--- config.mk ---
export PLATFORM = sky130hd
export DESIGN_NAME = uart_tx_fifo
export DESIGN_NICKNAME = d
export VERILOG_FILES = /design/src/rtl/uart_tx_fifo.sv
export SDC_FILE = /design/constraint.sdc
export NUM_CORES = 1
export LEC_CHECK = 0
export BUFFER_PORTS_ARGS = -buffer_cell sky130_fd_sc_hd__buf_4
export CAP_MARGIN = 20
export CORE_UTILIZATION = 45
export DETAILED_ROUTE_END_ITERATION = 8
export HOLD_SLACK_MARGIN = 0.1
export PLACE_DENSITY = 0.63
export SLEW_MARGIN = 40
export SYNTH_ARGS = -nofsm -noshare
export SYNTH_HDL_FRONTEND = slang
export SYNTH_SLANG_ARGS = --single-unit
--- constraint.sdc ---
create_clock -name br_clk_16 -period 3.74 [get_ports br_clk_16]
set_input_delay 0.748 -clock br_clk_16 [delete_from_list [all_inputs] [get_ports br_clk_16]]
set_output_delay 0.748 -clock br_clk_16 [all_outputs]
set_load 0.02 [all_outputs]
--- src/rtl/uart_tx_fifo.sv ---
// -----------------------------------------------------------------------------
// uart_tx_fifo
//
// Transmit-side byte buffer placed directly in front of the UART serialiser.
// The CPU pushes bytes into a circular FIFO. The FIFO hands them to the
// serialiser one at a time over the tx_en / tx_status handshake, so software
// can queue a burst without polling the serialiser between characters.
// Everything runs in the br_clk_16 domain.
//
// Optional feature macro: UART_TX_FIFO_FLUSH_EN
//   When defined, the block gets a flush input. It empties the FIFO, but a
//   byte already handed to the serialiser is still sent.
//
// Ports
//   br_clk_16  in   16x baud clock; all state changes on its rising edge
//   reset      in   asynchronous, active-low
//   wr_en      in   push request
//   wr_data    in   byte to push
//   full       out  count == depth (combinational)
//   empty      out  count == 0 (combinational)
//   count      out  number of stored bytes (DEPTH_LOG2+1 bits)
//   overflow   out  sticky; set by a push attempted while full
//   ovf_clr    in   synchronous clear of overflow (a same-edge set wins)
//   flush      in   (UART_TX_FIFO_FLUSH_EN only) discard queued bytes
//   tx_status  in   serialiser status: 1 = idle/ready, 0 = shifting
//   tx_en      out  registered one-cycle start pulse to the serialiser
//   tx_data    out  registered byte for the serialiser; holds its last value
//   fsm_state  out  debug view of the hand-off state machine
//                   (0 = IDLE, 1 = WAIT_BUSY, 2 = WAIT_DONE)
// -----------------------------------------------------------------------------
module uart_tx_fifo #(
    parameter int DEPTH_LOG2 = 4
) (
    input  logic                  br_clk_16,
    input  logic                  reset,
    input  logic                  wr_en,
    input  logic [7:0]            wr_data,
    output logic                  full,
    output logic                  empty,
    output logic [DEPTH_LOG2:0]   count,
    output logic                  overflow,
    input  logic                  ovf_clr,
`ifdef UART_TX_FIFO_FLUSH_EN
    input  logic                  flush,
`endif
    input  logic                  tx_status,
    output logic                  tx_en,
    output logic [7:0]            tx_data,
    output logic [1:0]            fsm_state
);

    localparam int                 DEPTH     = 1 << DEPTH_LOG2;
    localparam logic [DEPTH_LOG2:0] DEPTH_CNT = DEPTH[DEPTH_LOG2:0];

    typedef enum logic [1:0] {
        IDLE      = 2'd0,
        WAIT_BUSY = 2'd1,
        WAIT_DONE = 2'd2
    } state_t;

    state_t                state;
    state_t                state_next;

    logic [7:0]            mem [DEPTH];
    logic [DEPTH_LOG2-1:0] wr_ptr;
    logic [DEPTH_LOG2-1:0] rd_ptr;

    logic                  flush_req;
    logic                  push_ok;
    logic                  push_drop;
    logic                  pop;

`ifdef UART_TX_FIFO_FLUSH_EN
    assign flush_req = flush;
`else
    assign flush_req = 1'b0;
`endif

    assign full      = (count == DEPTH_CNT);
    assign empty     = (count == '0);
    assign fsm_state = state;

    // The full check uses the count from before the edge. A push while full
    // is dropped even if a pop frees a slot on the same edge. Flush wins over
    // push, but does not hide a push attempted while full from overflow.
    assign push_ok   = wr_en && !full && !flush_req;
    assign push_drop = wr_en && full;

    // Serialiser handshake:
    //   The FIFO offers a byte by pulsing tx_en for exactly one cycle, with
    //   tx_data valid in that same cycle. It does so only from IDLE while
    //   tx_status = 1. The serialiser takes the byte on the edge where it
    //   sees tx_en = 1 and drops tx_status while it shifts. The FIFO waits
    //   for tx_status to fall (WAIT_BUSY) and then rise again (WAIT_DONE)
    //   before it can offer the next byte. This guarantees no second start
    //   pulse lands inside a frame.

    // ------------------------------------------------------------------
    // State register
    // ------------------------------------------------------------------
    always_ff @(posedge br_clk_16 or negedge reset) begin
        if (!reset) begin
            state <= IDLE;
        end else begin
            state <= state_next;
        end
    end

    // ------------------------------------------------------------------
    // Next-state logic
    // ------------------------------------------------------------------
    always_comb begin
        state_next = state;
        case (state)
            IDLE: begin
                if (pop) begin
                    state_next = WAIT_BUSY;
                end
            end
            WAIT_BUSY: begin
                if (!tx_status) begin
                    state_next = WAIT_DONE;
                end
            end
            WAIT_DONE: begin
                if (tx_status) begin
                    state_next = IDLE;
                end
            end
            default: begin
                state_next = IDLE;
            end
        endcase
    end

    // ------------------------------------------------------------------
    // Output logic: decides whether this edge hands a byte over.
    // A flush on the same edge cancels the pop, so the FSM stays in IDLE.
    // ------------------------------------------------------------------
    always_comb begin
        pop = 1'b0;
        if (state == IDLE && !empty && tx_status && !flush_req) begin
            pop = 1'b1;
        end
    end

    // ------------------------------------------------------------------
    // Storage. Contents need no reset; only pointers and count define
    // which entries are valid.
    // ------------------------------------------------------------------
    always_ff @(posedge br_clk_16) begin
        if (push_ok) begin
            mem[wr_ptr] <= wr_data;
        end
    end

    // ------------------------------------------------------------------
    // Pointers, count, overflow and the registered serialiser outputs.
    // Pointers are exactly DEPTH_LOG2 bits wide, so depth-1 wraps to 0
    // on its own.
    // ------------------------------------------------------------------
    always_ff @(posedge br_clk_16 or negedge reset) begin
        if (!reset) begin
            wr_ptr   <= '0;
            rd_ptr   <= '0;
            count    <= '0;
            overflow <= 1'b0;
            tx_en    <= 1'b0;
            tx_data  <= 8'h00;
        end else begin
            if (flush_req) begin
                // Make the FIFO empty without touching rd_ptr. A byte that
                // was already popped is unaffected.
                wr_ptr <= rd_ptr;
                count  <= '0;
            end else begin
                if (push_ok) begin
                    wr_ptr <= wr_ptr + 1'b1;
                end
                if (pop) begin
                    rd_ptr <= rd_ptr + 1'b1;
                end
                case ({push_ok, pop})
                    2'b10:   count <= count + 1'b1;
                    2'b01:   count <= count - 1'b1;
                    default: count <= count;
                endcase
            end

            if (push_drop) begin
                overflow <= 1'b1;
            end else if (ovf_clr) begin
                overflow <= 1'b0;
            end

            // tx_en is high only in the cycle after a pop. tx_data holds
            // its value until the next pop.
            tx_en <= pop;
            if (pop) begin
                tx_data <= mem[rd_ptr];
            end
        end
    end

endmodule

* Word-level counts from Yosys, hierarchy flattened
Memories as Yosys holds them, arrays and structs flattened. A register that Yosys moved wholly into a read port is not among the register bits. Cells that the tools add are included.
Word-level totals: memories kept 1, register bits 17, logic and storage cells 41, output and inout bits 19, memory bits (writable) 128
Memories:
- mem | words 16, bits a word 8, read ports 1, clocked after memory_dff 1, wr ports 1, line 64 | logic [7:0] mem [DEPTH];
Operators by class: reduce and logical (&&, ||, !) cells 12, add/sub/neg operators 4, equal/unequal tests 8, mux-type cells 10
Operators by type and width (number):
- $pmux 5 s2 | 1
- $add 4x1->4 const B | 2
- $mux 2 | 3
- $ne 2x2->1 const B | 3
- $pmux 2 s3 | 1
- $add 5x1->5 const B | 1
- $eq 5x5->1 const B | 1
- $logic_not 5->1 | 1
- $mux 1 | 5
- $sub 5x1->5 const B | 1
- $eq 2x1->1 const B | 2
- $eq 2x2->1 const B | 2
- $logic_and 1x1->1 | 4
- $reduce_bool 2->1 | 2
- $logic_not 1->1 | 3
- $reduce_and 3->1 | 1
- $logic_not 2->1 | 1

* Longest topological paths before layout
word-level depth 7, gate-level depth with buffers 9, depth with buffers taken out 9

* Least setup slack after synthesis
No wires, ideal clock.
path kind input to register, from input tx_status, to register count[4], setup slack 1.040 ns, required time 3.659 ns, arrival 2.619 ns, setup time 0.081 ns, cell stages on the path 9, path through inv_1 -> a2111oi_4 -> buf_4 -> ha_1 -> ha_1 -> a21o_1 -> a21oi_1 -> mux2i_1 -> xnor2_1
On the way: word-level cells in the longest chain between the ends 4, elaborated cells between the ends (all ways) 6, those cells by class eq/ne: 2; mux: 2; reduce/logical: 2
RTL lines:
- from (decl) | line 46 | input logic tx_status,
- $logic_and 1x1->1 (*) | line 142 | if (state == IDLE && !empty && tx_status && !flush_req) begin
- $mux 1 (*) | line 142
- named net pop | line 71 | logic pop;
- $eq 2x1->1 / $eq 2x2->1 (equally long branches) | line 183 | case ({push_ok, pop})
- $pmux 5 s2 / $reduce_bool 2->1 (equally long branches)
- to (signal assigned) | line 184 | 2'b10: count <= count + 1'b1;
- to (signal assigned) | line 185 | 2'b01: count <= count - 1'b1;
- to (signal assigned) | line 186 | default: count <= count;
- to (decl) | line 40 | output logic [DEPTH_LOG2:0] count,
Mark *: on every way through the listed nets, which the timed path passes. The rest lies on a longest branch. A chain may end at the register's enable or synchronous reset.

* Final worst setup path
from register count[0], to register count[4]
On the way: word-level cells in the longest chain between the ends 7, elaborated cells between the ends (all ways) 14, those cells by class add/sub: 2; eq/ne: 3; mux: 2; reduce/logical: 7
RTL lines:
- $logic_not 5->1 | line 80 | assign empty = (count == '0);
- $logic_not 1->1 | line 142
- $logic_and 1x1->1 (2 in a row) | line 142
- $mux 1 | line 142
- $eq 2x1->1 / $eq 2x2->1 (equally long branches) | line 183
- $pmux 5 s2 / $reduce_bool 2->1 (equally long branches)
Parallel ways exist; a longest one is shown, timed or not.

==> results.ini <==
[grt]
use_met3 = 0.0398
grt_pass1_vias = 3011
grt-busiest-layer = met2
grt-ovfl-total = 0
gr-usage-met1 = 0.232
grt_pass1_wl_um = 17900
grt_util_all_layers = 0.179
antenna_found_initial = 0
grtUsageMet2 = 0.293
grt_max_degree = 34

[pwr]
p_per_area_mw_per_mm2 = 783
total_power_mw = 5.59
ir_drop_mv = 0.387
p_leak_nw = 2.46

[floorplan]
fp.dieArea_mm2 = 0.0142
fp-row-count = 42
ios = 32
die_y_um = 119
dieWidth_um = 119
start_util = 0.463
core-area_mm2 = 0.0133

[sta]
post-route-min-period_ns = 2.60
hold_viol_final = 0
slew_violations = 0
setup_viol = 0
max_freq_ghz = 0.385
clock_skew_ns = 0.00467
slew_headroom = 0.445
finalCritPeriodShare = 0.694
rsz0062_at_grt = false
setup_tns_ns = 0
tightest_slew_ns = 0.830

[logic_synthesis]
synth_top_area_frac = 0.624
synthFlopType = edfxtp_1
synth_cell_types = 34
syn-num-nets = 337
synth_area_leaders = edfxtp_1, mux4_2, dfrtp_1
async_flop_share = 0.163
ys_seq_elements = 153
postSynthCellCount = 314
ys_seq_area_frac = 0.726
ys_top_cells_by_count = edfxtp_1, mux4_2, dfrtp_1, nor2_1
syn_area_mm2 = 0.00616
synth_edf_count = 128
synth_area_leader_cell = edfxtp_1
ys_warn_count = 0
syn_area_per_cell_um2 = 19.6
synth_most_common_cell = edfxtp_1

[route]
via_per_inst = 5.38
routed-via-count = 2924
wl_per_cell_um = 21.0
antenna_left = 0
wl_um = 11400
dr.pass1.iters = 5
drtIter0Drc = 238
remaining_drc_errors = 0

[placed_design]
io_buffer_count = 31
place.gp.congestion = 0.730
dp_hpwl_um = 7210

[setup_path]
cp_slowest_stage_delay_ns = 0.50
arrival_ns = 2.93
cp.required_ns = 4.07
startpoint_type = flop
endpoint_kind = flop
critPathSlowestCell = dfrtp_1
crit_family = compound AO/OA/AOI/OAI gates
crit_chain = nor4_4, a21boi_2, inv_1, ha_1, fa_1, a21o_1, a21oi_1, mux2i_1, xnor2_1
crit_path_max_fanout = 9
worstSetupPathType = flop to flop
cp_num_buf_inv = 1

[clock_network]
clockRootBuffer = clkbuf_16
clock_path_buffers = 2
hold_buffers = 0
cts-htree-levels = 4
cts_setup_buffers = 0
cts.reportedPaths.clkPinSlew_ns = 0.06
cts_tree = yes
post_cts_resized = 0
numCtsBuffers = 17
clock_latency_ns = 0.41
clock_sinks = 153

[outcome]
status = finished, final reports clean

[run]
cap_violations = 0

[final_layout]
fill_cells = 1042
drive_gt1_frac = 0.346
area_growth_pct = 15.8
register_area_mm2 = 0.00447
nets = 377
multi_input_area_mm2 = 0.00157
fin_util = 0.536
diodes = 0

[hold_path]
hold_path_class = input port to async pin

## through the flow
stage                     cell area (µm²)  hold slack (ns)  worst slack, ns  cells
after CTS                            7120            0.232             1.12    543
after global routing                 7130            0.244            0.955    543
after floorplan                      6160            0.452             1.04    314
after global placement               6550            0.496            0.999    511
final                                7130            0.237             1.14    543
after detailed placement             6570            0.524            0.925    511
## routing by layer
layer  share of wire  routed length (µm)
met2            0.50                5760
met5               0                   0
met4           0.020                 226
met3           0.046                 527
met1            0.43                4900
## final timing paths
check / endpoint / depth (start not counted) / start / slack, ns
min: count[2] / 1 / reset / 0.24
max reg2reg: count[4] / 9 / count[0] / 1.14
min in group br_clk_16: fsm_state[1] / 2 / tx_status / 0.50
max in group asynchronous: rd_ptr[3] / 1 / reset / 3.21
max: count[4] / 9 / count[0] / 1.14
min reg2reg: overflow / 1 / overflow / 0.53
## flip-flops by register name, summed over array words and instances, names as in the netlist
signal and cells:
rd_ptr 4, mem 128, wr_ptr 4, fsm_state 2
tx_data 8, count 5, tx_en 1, overflow 1
## logic make-up after synthesis
| kind of cell | after synthesis | synth area share |
|---|---|---|
| AO/OA/AOI/OAI | 27 | 0.0431 |
| XOR/XNOR | 11 | 0.0156 |
| adder cells (fa/ha/maj) | 10 | 0.0215 |
| buffers and inverters | 24 | 0.0224 |
| flip-flops | 153 | 0.726 |
| multiplexers | 43 | 0.135 |
| AND/OR/NAND/NOR | 46 | 0.0362 |
## cell type report
class                   instances  share of cell area
flip-flops and latches        153               0.627
multi-input cells             137               0.221
clock buffers                  18              0.0602
repair buffers                 38              0.0400
well taps                     176              0.0309
clock inverters                14              0.0174
inverters                       7             0.00368
## where the power goes
part	internal (mW)	switching, mW	total (mW)	leakage (nW)
Clock	0.917	0.668	1.59	0.263
Combinational	0.768	0.798	1.57	0.753
Sequential	2.12	0.312	2.44	1.45
Total	3.81	1.78	5.59	2.46
## cells in the final DEF (no fill, tap or decap), types with 3 or more instances in the layout
cell	synthesis	routed
dfrtp_1	25	23
ha_1	9	9
nor2_1	22	13
mux2i_1	9	9
nor3_1	4	4
xnor2_1	9	9
clkinv_2	0	4
clkbuf_16	0	17
nand2b_1	3	3
mux4_2	32	32
inv_1	7	7
o22ai_1	8	8
inv_6	0	3
o21ai_0	3	3
nand2_1	9	9
clkinvlp_4	0	4
buf_4	3	38
a221oi_2	8	8
edfxtp_1	128	128
nor2_2	0	9
Note: power is estimated with default switching activity, not from simulation.
